==> src/rtl/str_ops_pkg.sv <==
// Shared types for the string engine: op codes, compare codes, FSM states
// and the ASCII lowercase helper.
package str_ops_pkg;

  typedef enum logic [2:0] {
    OP_CLEAR   = 3'd0,
    OP_APPEND  = 3'd1,
    OP_PUTC    = 3'd2,
    OP_GETC    = 3'd3,
    OP_LEN     = 3'd4,
    OP_TOLOWER = 3'd5,
    OP_COMPARE = 3'd6,
    OP_CONCAT  = 3'd7
  } op_e;

  typedef enum logic [1:0] {
    CMP_EQUAL   = 2'd0,
    CMP_LESS    = 2'd1,
    CMP_GREATER = 2'd2
  } cmp_e;

  typedef enum logic [1:0] {
    S_IDLE,
    S_RUN,
    S_COMMIT,
    S_RESP
  } state_e;

  function automatic logic [7:0] to_lower(input logic [7:0] c);
    if (c >= 8'h41 && c <= 8'h5a) begin
      return c + 8'h20;
    end
    return c;
  endfunction

endpackage

==> src/rtl/str_slot_mem.sv <==
// String slot storage: NUM_STR x MAX_LEN chars plus per-slot lengths.
// Ports: two async read ports (char+len), one char/len write port, one whole-slot commit.
module str_slot_mem #(
  parameter int NUM_STR = 4,
  parameter int MAX_LEN = 16,
  parameter int CHAR_W  = 8,
  parameter int SW      = 2,
  parameter int IW      = 4,
  parameter int LW      = 5
) (
  input  logic                      clk,
  input  logic                      rst_n,
  input  logic [SW-1:0]             ra_slot,
  input  logic [IW-1:0]             ra_idx,
  output logic [CHAR_W-1:0]         ra_char,
  output logic [LW-1:0]             ra_len,
  input  logic [SW-1:0]             rb_slot,
  input  logic [IW-1:0]             rb_idx,
  output logic [CHAR_W-1:0]         rb_char,
  output logic [LW-1:0]             rb_len,
  input  logic [SW-1:0]             w_slot,
  output logic [LW-1:0]             w_len,
  input  logic                      w_char_en,
  input  logic [IW-1:0]             w_idx,
  input  logic [CHAR_W-1:0]         w_char,
  input  logic                      w_len_en,
  input  logic [LW-1:0]             w_len_val,
  input  logic                      c_en,
  input  logic [MAX_LEN*CHAR_W-1:0] c_data,
  input  logic [LW-1:0]             c_len
);

  logic [CHAR_W-1:0] mem_q [NUM_STR][MAX_LEN];
  logic [LW-1:0]     len_q [NUM_STR];
  logic [LW-1:0]     len_d [NUM_STR];

  assign ra_char = mem_q[ra_slot][ra_idx];
  assign rb_char = mem_q[rb_slot][rb_idx];
  assign ra_len  = len_q[ra_slot];
  assign rb_len  = len_q[rb_slot];
  assign w_len   = len_q[w_slot];

  always_ff @(posedge clk) begin
    if (c_en) begin
      for (int i = 0; i < MAX_LEN; i++) begin
        mem_q[w_slot][i] <= c_data[i*CHAR_W +: CHAR_W];
      end
    end else if (w_char_en) begin
      mem_q[w_slot][w_idx] <= w_char;
    end
  end

  always_comb begin
    len_d = len_q;
    if (c_en) begin
      len_d[w_slot] = c_len;
    end else if (w_len_en) begin
      len_d[w_slot] = w_len_val;
    end
  end

  always_ff @(posedge clk or negedge rst_n) begin
    if (!rst_n) begin
      for (int i = 0; i < NUM_STR; i++) begin
        len_q[i] <= '0;
      end
    end else begin
      len_q <= len_d;
    end
  end

endmodule

==> src/rtl/str_ops_engine.sv <==
// String engine: SV-style string methods on NUM_STR slots behind valid/ready.
// Ports: cmd_* command in (valid/ready), rsp_* response out (valid/ready).
module str_ops_engine
  import str_ops_pkg::*;
#(
  parameter  int NUM_STR = 4,
  parameter  int MAX_LEN = 16,
  parameter  int CHAR_W  = 8,
  localparam int SW      = $clog2(NUM_STR),
  localparam int IW      = $clog2(MAX_LEN),
  localparam int LW      = IW + 1
) (
  input  logic              clk,
  input  logic              rst_n,
  input  logic              cmd_valid,
  output logic              cmd_ready,
  input  logic [2:0]        cmd_op,
  input  logic [SW-1:0]     cmd_dst,
  input  logic [SW-1:0]     cmd_src_a,
  input  logic [SW-1:0]     cmd_src_b,
  input  logic [IW-1:0]     cmd_idx,
  input  logic [CHAR_W-1:0] cmd_char,
  output logic              rsp_valid,
  input  logic              rsp_ready,
  output logic [CHAR_W-1:0] rsp_data,
  output logic              rsp_err
);

  localparam int NS2 = 1 << SW;
  localparam logic [NS2-1:0] SLOT_OK = NS2'((64'd1 << NUM_STR) - 64'd1);

  state_e state_q, state_d;
  op_e    op_q, op_d;
  cmp_e   tie_q, tie_d;
  logic [SW-1:0] dst_q, dst_d;
  logic [SW-1:0] a_q, a_d;
  logic [SW-1:0] b_q, b_d;
  logic [LW-1:0] cnt_q, cnt_d;
  logic [LW-1:0] n_q, n_d;
  logic [LW-1:0] la_q, la_d;
  logic [MAX_LEN*CHAR_W-1:0] scr_q, scr_d;
  logic [CHAR_W-1:0] data_q, data_d;
  logic err_q, err_d;

  logic [SW-1:0]     ra_slot, rb_slot, w_slot;
  logic [IW-1:0]     ra_idx, rb_idx, w_idx;
  logic [CHAR_W-1:0] ra_char, rb_char, w_char;
  logic [LW-1:0]     ra_len, rb_len, w_len, w_len_val;
  logic              w_char_en, w_len_en, c_en;

  op_e           op_in;
  logic          need_d, need_a, need_b, slots_ok;
  logic [IW+1:0] sum_ab;
  logic          cat_ovf;
  logic [LW-1:0] cat_len, min_ab, cat_off;
  logic          done, active;
  logic [CHAR_W-1:0] run_ch;

  str_slot_mem #(
    .NUM_STR (NUM_STR),
    .MAX_LEN (MAX_LEN),
    .CHAR_W  (CHAR_W),
    .SW      (SW),
    .IW      (IW),
    .LW      (LW)
  ) u_mem (
    .clk       (clk),
    .rst_n     (rst_n),
    .ra_slot   (ra_slot),
    .ra_idx    (ra_idx),
    .ra_char   (ra_char),
    .ra_len    (ra_len),
    .rb_slot   (rb_slot),
    .rb_idx    (rb_idx),
    .rb_char   (rb_char),
    .rb_len    (rb_len),
    .w_slot    (w_slot),
    .w_len     (w_len),
    .w_char_en (w_char_en),
    .w_idx     (w_idx),
    .w_char    (w_char),
    .w_len_en  (w_len_en),
    .w_len_val (w_len_val),
    .c_en      (c_en),
    .c_data    (scr_q),
    .c_len     (n_q)
  );

  assign op_in  = op_e'(cmd_op);
  assign need_d = op_in inside {OP_CLEAR, OP_APPEND, OP_PUTC,
                                OP_TOLOWER, OP_CONCAT};
  assign need_a = op_in inside {OP_GETC, OP_LEN, OP_TOLOWER,
                                OP_COMPARE, OP_CONCAT};
  assign need_b = op_in inside {OP_COMPARE, OP_CONCAT};
  assign slots_ok = (!need_d || SLOT_OK[cmd_dst]) &&
                    (!need_a || SLOT_OK[cmd_src_a]) &&
                    (!need_b || SLOT_OK[cmd_src_b]);

  // Sum is one bit wider than a length so it never wraps before clamping.
  assign sum_ab  = (IW+2)'(ra_len) + (IW+2)'(rb_len);
  assign cat_ovf = sum_ab > (IW+2)'(MAX_LEN);
  assign cat_len = cat_ovf ? LW'(MAX_LEN) : sum_ab[LW-1:0];
  assign min_ab  = (ra_len < rb_len) ? ra_len : rb_len;
  assign cat_off = cnt_q - la_q;

  assign cmd_ready = (state_q == S_IDLE);
  assign rsp_valid = (state_q == S_RESP);
  assign rsp_data  = data_q;
  assign rsp_err   = err_q;

  always_comb begin
    state_d   = state_q;
    op_d      = op_q;
    tie_d     = tie_q;
    dst_d     = dst_q;
    a_d       = a_q;
    b_d       = b_q;
    cnt_d     = cnt_q;
    n_d       = n_q;
    la_d      = la_q;
    scr_d     = scr_q;
    data_d    = data_q;
    err_d     = err_q;
    ra_slot   = cmd_src_a;
    ra_idx    = cmd_idx;
    rb_slot   = cmd_src_b;
    rb_idx    = '0;
    w_slot    = cmd_dst;
    w_idx     = cmd_idx;
    w_char    = cmd_char;
    w_char_en = 1'b0;
    w_len_en  = 1'b0;
    w_len_val = '0;
    c_en      = 1'b0;
    done      = 1'b0;
    active    = 1'b0;
    run_ch    = '0;
    unique case (state_q)
      S_IDLE: begin
        if (cmd_valid) begin
          op_d    = op_in;
          dst_d   = cmd_dst;
          a_d     = cmd_src_a;
          b_d     = cmd_src_b;
          cnt_d   = '0;
          data_d  = '0;
          err_d   = 1'b0;
          state_d = S_RESP;
          if (!slots_ok) begin
            err_d = 1'b1;
          end else begin
            unique case (op_in)
              OP_CLEAR: begin
                w_len_en = 1'b1;
              end
              OP_APPEND: begin
                if (w_len == LW'(MAX_LEN) || cmd_char == '0) begin
                  err_d = 1'b1;
                end else begin
                  w_char_en = 1'b1;
                  w_idx     = w_len[IW-1:0];
                  w_len_en  = 1'b1;
                  w_len_val = w_len + LW'(1);
                end
              end
              OP_PUTC: begin
                if ({1'b0, cmd_idx} >= w_len || cmd_char == '0) begin
                  err_d = 1'b1;
                end else begin
                  w_char_en = 1'b1;
                end
              end
              OP_GETC: begin
                if ({1'b0, cmd_idx} >= ra_len) begin
                  err_d = 1'b1;
                end else begin
                  data_d = ra_char;
                end
              end
              OP_LEN: begin
                data_d = CHAR_W'(ra_len);
              end
              OP_TOLOWER: begin
                n_d     = ra_len;
                state_d = S_RUN;
              end
              OP_COMPARE: begin
                n_d     = min_ab;
                tie_d   = (ra_len < rb_len) ? CMP_LESS :
                          (ra_len > rb_len) ? CMP_GREATER : CMP_EQUAL;
                state_d = S_RUN;
              end
              OP_CONCAT: begin
                la_d    = ra_len;
                n_d     = cat_len;
                err_d   = cat_ovf;
                state_d = S_RUN;
              end
              default: ;
            endcase
          end
        end
      end
      S_RUN: begin
        ra_slot = a_q;
        ra_idx  = cnt_q[IW-1:0];
        rb_slot = b_q;
        rb_idx  = (op_q == OP_CONCAT) ? cat_off[IW-1:0] :
                                        cnt_q[IW-1:0];
        active  = cnt_q < n_q;
        // An empty operand still spends one cycle here.
        done    = (cnt_q + LW'(1)) >= n_q;
        cnt_d   = cnt_q + LW'(1);
        run_ch  = (op_q == OP_TOLOWER) ? to_lower(ra_char) :
                  (cnt_q < la_q) ? ra_char : rb_char;
        if (op_q == OP_COMPARE) begin
          if (done) begin
            data_d = CHAR_W'(tie_q);
          end
          if (active && ra_char != rb_char) begin
            data_d = (ra_char < rb_char) ? CHAR_W'(CMP_LESS) :
                                           CHAR_W'(CMP_GREATER);
            done   = 1'b1;
          end
        end else if (active) begin
          scr_d[cnt_q[IW-1:0]*CHAR_W +: CHAR_W] = run_ch;
        end
        if (done) begin
          state_d = S_COMMIT;
        end
      end
      S_COMMIT: begin
        // Sources stay untouched until here, so dst may alias a or b.
        w_slot  = dst_q;
        c_en    = (op_q != OP_COMPARE);
        state_d = S_RESP;
      end
      S_RESP: begin
        if (rsp_ready) begin
          state_d = S_IDLE;
        end
      end
      default: state_d = S_IDLE;
    endcase
  end

  always_ff @(posedge clk or negedge rst_n) begin
    if (!rst_n) begin
      state_q <= S_IDLE;
      op_q    <= OP_CLEAR;
      tie_q   <= CMP_EQUAL;
      dst_q   <= '0;
      a_q     <= '0;
      b_q     <= '0;
      cnt_q   <= '0;
      n_q     <= '0;
      la_q    <= '0;
      scr_q   <= '0;
      data_q  <= '0;
      err_q   <= 1'b0;
    end else begin
      state_q <= state_d;
      op_q    <= op_d;
      tie_q   <= tie_d;
      dst_q   <= dst_d;
      a_q     <= a_d;
      b_q     <= b_d;
      cnt_q   <= cnt_d;
      n_q     <= n_d;
      la_q    <= la_d;
      scr_q   <= scr_d;
      data_q  <= data_d;
      err_q   <= err_d;
    end
  end

endmodule

==> config.mk <==
export PLATFORM = sky130hd
export DESIGN_NAME = str_ops_engine
export DESIGN_NICKNAME = d
export VERILOG_FILES = /design/src/rtl/str_ops_pkg.sv /design/src/rtl/str_slot_mem.sv /design/src/rtl/str_ops_engine.sv
export SDC_FILE = /design/constraint.sdc
export NUM_CORES = 1
export LEC_CHECK = 0
export ABC_AREA = 1
export CORE_ASPECT_RATIO = 0.8
export CORE_MARGIN = 3
export CORE_UTILIZATION = 58
export DETAILED_ROUTE_END_ITERATION = 7
export GPL_ROUTABILITY_DRIVEN = 0
export PLACE_DENSITY = 0.74
export SYNTH_ARGS = -nofsm -noshare
export SYNTH_HDL_FRONTEND = slang
export SYNTH_SLANG_ARGS = --single-unit
==> constraint.sdc <==
create_clock -name clk -period 4.3 [get_ports clk]
set_input_delay 0.43 -clock clk [delete_from_list [all_inputs] [get_ports clk]]
set_output_delay 0.43 -clock clk [all_outputs]
set_load 0.02 [all_outputs]
==> Word level (Yosys, flattened, before mapping) <==
Memory sizes are Yosys's and may differ from the RTL's.
Cells that the tools add are included.
W data, S select, Z words.
{ "totals": {"ff_bits": 185, "mem_bits_rw": 512, "input_bits": 25, "out_inout_bits": 11, "wordCells": 462, "n_memories": 1} }
{ "mem_list": {"columns": ["memory", "words", "width", "rd", "rd_clocked_by_memory_dff", "write_ports", "line_no", "rtl"], "rows": [
  ["u_mem.mem_q", 4, 128, 2, 0, 1, "str_slot_mem.sv:33", "logic [CHAR_W-1:0] mem_q [NUM_STR][MAX_LEN];"]
]} }
{ "op_classes": {"add_sub_neg": 6, "magnitude_cmp": 22, "n_eq_ne": 21, "n_shift": 2, "n_mux": 227, "bitwise": 135, "n_reduce_logical": 32} }
{ "op_table": {"columns": ["cell", "count"], "rows": [
  ["$mux W1", 153],
  ["$bwmux W128", 1],
  ["$mux W128", 1],
  ["$mux W8", 16],
  ["$or A1 B1 Y1", 128],
  ["$shift A8 B34 Y128 const A", 1],
  ["$shiftx A8 B34 Y128", 1],
  ["$mux W5", 15],
  ["$bmux W8 S4", 2],
  ["$bwmux W20", 2],
  ["$mux W20", 2],
  ["$neg A7 Y34", 1],
  ["$demux W8 S4", 1],
  ["$mux W4", 8],
  ["$pmux W8 S2", 2],
  ["$bmux W5 S2", 3],
  ["$mux W2", 11],
  ["$eq A3 B3 Y1 const B", 7],
  ["$reduce_and A4 Y1", 4],
  ["$ge A5 B5 Y1 const B", 3],
  ["$lt A5 B5 Y1", 3],
  ["$not A4 Y5", 3],
  ["$pmux W5 S3", 1],
  ["$add A5 B1 Y5 const B", 2],
  ["other kinds (43)", 74]
]} }

==> Depth between registers and ports, before layout <==
{ "depth": {"depth_word": 20, "ltp_mapped": 28, "ltp_nobuf": 26} }

==> Modules after synthesis <==
From an unflattened synthesis, not the netlist that was laid out.
{ "hier_totals": {"cells_unflattened": 4687, "area_unflattened_um2": 37907.6} }
{ "modules_own_cells": {"columns": ["module", "n_inst", "cells_each", "area_each_um2", "seq_area_each_um2"], "rows": [
  ["str_slot_mem", 1, 3493, 28630.0, 15875.2],
  ["str_ops_engine", 1, 1194, 9277.6, 4129.0]
]} }

==> Worst setup path before layout <==
No wires, ideal clock.
{ "synth_timing": {"kind": "reg2reg", "startpoint": "register cnt_q[0]", "endpoint": "register data_q[1] (netlist: rsp_data[1])", "setup_ns": 0.129, "arrival_ns": 4.158, "required_time_ns": 4.171, "setup_slack_ns": 0.013, "stages_incl_launch_ff": 27, "path_buffers": 3, "synth_period_minus_slack_ns": 4.287, "cell_sequence": "dfrtp_1 -> buf_2 -> inv_1 -> buf_1 -> ha_1 -> inv_1 -> fa_1 -> o21ai_0 -> nor2_1 -> inv_1 -> clkbuf_1 -> o21ai_0 -> o21ai_0 -> o211ai_1 -> nand2_1 -> inv_1 -> ha_1 -> nand4_1 -> inv_1 -> a31oi_1 -> inv_1 -> nand3_1 -> nand3_1 -> inv_1 -> o31ai_1 -> o22ai_1 -> o21ai_0"} }
{ "synth_via": {"elab_chain_cells": 12, "elab_cells_between_ends": 28, "cone_classes": "2 x add/sub; 3 x order compare; 2 x eq/ne; 17 x mux; 2 x bitwise; 2 x reduce/logical"} }
{ "synth_rtl": {"columns": ["element", "line_no", "rtl"], "rows": [
  ["start: declaration", "str_ops_engine.sv:38", "logic [LW-1:0] cnt_q, cnt_d;"],
  ["start signal: assignment", "str_ops_engine.sv:268", "cnt_q <= cnt_d;"],
  ["$sub A4 B4 Y4", "str_ops_engine.sv:104", "assign cat_off = cnt_q - la_q;"],
  ["$mux W4", "str_ops_engine.sv:208", "rb_idx = (op_q == OP_CONCAT) ? cat_off[IW-1:0] :"],
  ["$mux W4", "str_ops_engine.sv:138", "unique case (state_q)"],
  ["$not A4 Y5 (implied by the code)", "str_slot_mem.sv:38", "assign rb_char = mem_q[rb_slot][rb_idx];"],
  ["$bmux W8 S4", "str_slot_mem.sv:38", null],
  ["$mux W8 (implied by the code) (2 in a row)", "str_slot_mem.sv:38", null],
  ["$lt A8 B8 Y1 or $ne A8 B8 Y1 (tied branches)", "str_ops_engine.sv:221, str_ops_engine.sv:220", null],
  ["$mux W2 or $logic_and A1 B1 Y1 (tied branches)", "str_ops_engine.sv:221, str_ops_engine.sv:220", null],
  ["$mux W8", "str_ops_engine.sv:220", "if (active && ra_char != rb_char) begin"],
  ["$mux W8", "str_ops_engine.sv:216", "if (op_q == OP_COMPARE) begin"],
  ["$pmux W8 S2", "str_ops_engine.sv:138", null],
  ["end signal: assignment", "str_ops_engine.sv:272", "data_q <= data_d;"],
  ["end: declaration", "str_ops_engine.sv:42", "logic [CHAR_W-1:0] data_q, data_d;"]
]} }
Several ways; a longest one is shown, not always the timed one. The select of a mux whose other input is x is not followed.
A chain may end at the register's enable or synchronous reset.

==> Final worst setup path <==
{ "layout_timing": {"startpoint": "register state_q[1]", "endpoint": "register data_q[0] (netlist: rsp_data[0])"} }
{ "layout_via": {"elab_chain_cells": 12, "elab_cells_between_ends": 36, "cone_classes": "2 x order compare; 5 x eq/ne; 21 x mux; 3 x bitwise; 4 x reduce/logical; 1 x memory"} }
{ "layout_rtl": {"columns": ["element", "line_no", "rtl"], "rows": [
  ["start: declaration", "str_ops_engine.sv:32", "state_e state_q, state_d;"],
  ["start signal: assignment", "str_ops_engine.sv:262", "state_q <= state_d;"],
  ["branches (longest 12 deep; another with $mem_v2 Z4 W128)", null, null]
]} }
Several ways; the timed one is not identified. The select of a mux whose other input is x is not followed.

==> results.cfg <==
[route]
drc = 4
routed_wl_mm = 140
via_per_inst = 6.46
drtAntennaViolNets = 0
wl_met3_mm = 24.9
maxUsedRoutingLayer = met5
num_vias = 36200
dr.pass1.iters = 8
met1Wirelength_mm = 48.7
wl_met2_mm = 55.9
wl_per_cell_um = 24.9
drt_iter0_drc = 6319

[layout]
final_cell_mix = nand2_1, nand3_1, edfxtp_1
drive_gt1_frac = 0.156
final_nets = 4789
finish.utilization = 0.713
fill_cells = 4649
final_common_cell = nand2_1
layout.cells.non_filler = 5611
area_growth_pct = 20.4

[clock_tree]
cts_root_buffer = clkbuf_16
clkSlewWorstSetupHoldPaths_ps = 60
cts_tree = built
cts.htree.levels = 3
clk_path_buf_depth = 3
clock-sinks = 697
clkLatencyLatePin_ps = 650
numCtsBuffers = 71

[yosys]
synth_compound_area_frac = 0.122
synth.mux.area_fraction = 0
synth-main-ff-cell = edfxtp_1
synth_fa_ha_area_frac = 0.0181
async_flop_share = 0.265
yosys_warnings = 0
synthSimpleGateAreaFrac = 0.252
syn_avg_cell_area_sq_um = 8.52
synth-edff-count = 512
synth-seq-cells = 697
syn_nets = 4474
synth_xor_area_frac = 0.00210
yosysSeqAreaShare = 0.534
synth_top_family_by_area = simple AND/OR/NAND/NOR gates
ys_types = 56
syn-cell-area_sq_um = 37500
synth_cells = 4396

[min_path]
hold_path_class = input pin to asynchronous set/reset pin

[power_and_ir_drop]
ir_drop_mv = 0.591
intPower_w = 0.0206
switching_share = 0.466
pwr-share-seq = 0.263
p_switching_w = 0.0179
power_density_nw_per_um2 = 853
p_comb_frac = 0.573
clkPwrFrac = 0.163
p_leak_nw = 19.3

[critical_path]
max_stage_delay_ps = 410
cp.required_ps = 4800
slowest_stage = dfrtp_2
path_max_fanout = 41
cp.arrival_ps = 4700
critPathKind = flip-flop to flip-flop
startpoint_type = flip-flop
cp-end-kind = flip-flop

[die]
io_pins = 36
rows = 82
design.core.area_sq_um = 63300
die_h_um = 233
die_x_um = 290
start_util = 0.592
dieArea_sq_um = 67700

[timing]
clock.fmax_mhz = 239
skew_ps = 37.8
setup_viol = 0
hold_viol = 0
relSlewSlack = -0.0216
tightest_slew_ps = 1530
fin_crit_sh = 0.975
fin_crit_ps = 4190
tns_ps = 0
finalMaxSlewViolations = 17

[placement]
dp_hpwl_mm = 94.0
dp_cells = 5452
io_buffers = 35

[global_routing]
grt_use_total = 0.394
grt_start_max_net_pins = 94
grt_overflow = 0
grt_antenna_before_repair = 7
grt_pass1_vias = 32600
grt_pass1_wl_mm = 200

[status]
violations = DRC, capacitance limit, slew limit
status = complete, but fails checks

[job]
maxCapViolations = 3
[through the flow]
step                hold slack [ps]  total power, W  area, sq um  setup slack [ps]
floorplan                       134          0.0206        37500              12.5
global placement                467          0.0294        41800              -162
detailed placement              466          0.0298        41800              -200
CTS                             388          0.0362        44200             -77.8
global route                    422          0.0398        45100             -76.2
finish                          356          0.0385        45100               108
[critical path: cells and delay by family (launching register included)]
family	cells	cell delay, ps
AO/OA/AOI/OAI	8	1070
adder cells (fa/ha/maj)	2	480
buffers and inverters	8	1120
flip-flops	1	410
AND/OR/NAND/NOR	8	960
[metal layers]
metal | GRT usage | up-vias
met1 | 0.531 | 16600
met5 | 0.00717 | -
met2 | 0.549 | 3195
met3 | 0.145 | 691
met4 | 0.221 | 10
li1 | - | 15700
[path summary, 6_finish.rpt]
check,startpoint,end,slack (ps),cells past startpoint
max in group asynchronous,rst_n,u_mem.len_q[17]$_DFFE_PN0P_,2940,3
min reg2reg,rsp_err$_DFFE_PN0P_,rsp_err$_DFFE_PN0P_,480,2
min,rst_n,a_q[1]$_DFFE_PN0P_,360,2
max,state_q[1]$_DFFE_PN0P_,rsp_data[0]$_DFFE_PN0P_,110,26
max reg2reg,state_q[1]$_DFFE_PN0P_,rsp_data[0]$_DFFE_PN0P_,110,26
min in group clk,cmd_src_b[0],b_q[0]$_DFFE_PN0P_,400,3
[timing repair]
| item | 4_1_cts | 5_1_grt |
|---|---|---|
| hold buffers | 1 | 0 |
| endpoints found under the setup margin | 65 | 1087 |
| pin swaps | 0 | 19 |
| resized for setup | 11 | 121 |
| hold endpoints to repair | 91 | 0 |
| setup buffers | 0 | 17 |
| cloned | 0 | 8 |
[sequential cells by signal, indices dropped and copies added, names as in the netlist]
signal	cells
a_q	2
b_q	2
cnt_q	5
dst_q	2
la_q	5
n_q	5
op_q	3
rsp_data	8
rsp_err	1
scr_q	128
state_q	2
tie_q	2
u_mem.len_q	20
u_mem.mem_q	512
[cell usage after synthesis (26+ instances only)]
cell,n,share of area
dfrtp_1,185,0.12
edfxtp_1,512,0.41
inv_1,334,0.033
a221o_1,30,0.0080
inv_2,26,0.0026
ha_1,51,0.017
buf_2,128,0.017
nor2_1,274,0.027
o211ai_1,56,0.011
a21oi_1,225,0.030
nand3_1,759,0.10
buf_4,27,0.0054
o21ai_0,250,0.033
nand2_1,1084,0.11
clkbuf_1,103,0.010
o21ai_1,175,0.023
[power by group through the flow]
stage          registers [W]  logic [W]  clock network [W]
2_1_floorplan        0.00982     0.0108                  0
3_3_place_gp          0.0102     0.0193                  0
3_5_place_dp          0.0101     0.0197                  0
4_1_cts               0.0100     0.0199            0.00629
5_1_grt               0.0102     0.0231            0.00654
6_report              0.0101     0.0221            0.00628
[logic make-up (layout without fill, tap and decap cells)]
family / count (synthesis) / after routing
xor+xnor: 9 / 9
compound gates: 805 / 805
flops: 697 / 697
fa+ha+maj: 53 / 53
simple gates: 2187 / 2188
buf+inv: 645 / 1015
other cells: 0 / 4
[final cells by class]
| cell class | instances | area (sq um) | area share |
|---|---|---|---|
| flip-flops and latches | 697 | 20000 | 0.443 |
| multi-input cells | 3055 | 15300 | 0.340 |
| repair buffers | 519 | 5000 | 0.111 |
| clock buffers | 93 | 1920 | 0.0426 |
| inverters | 367 | 1400 | 0.0311 |
| well taps | 840 | 1050 | 0.0233 |
| clock inverters | 36 | 403 | 0.00893 |
| diodes | 4 | 10.0 | 0.000222 |
(Power assumes the default switching activity.)
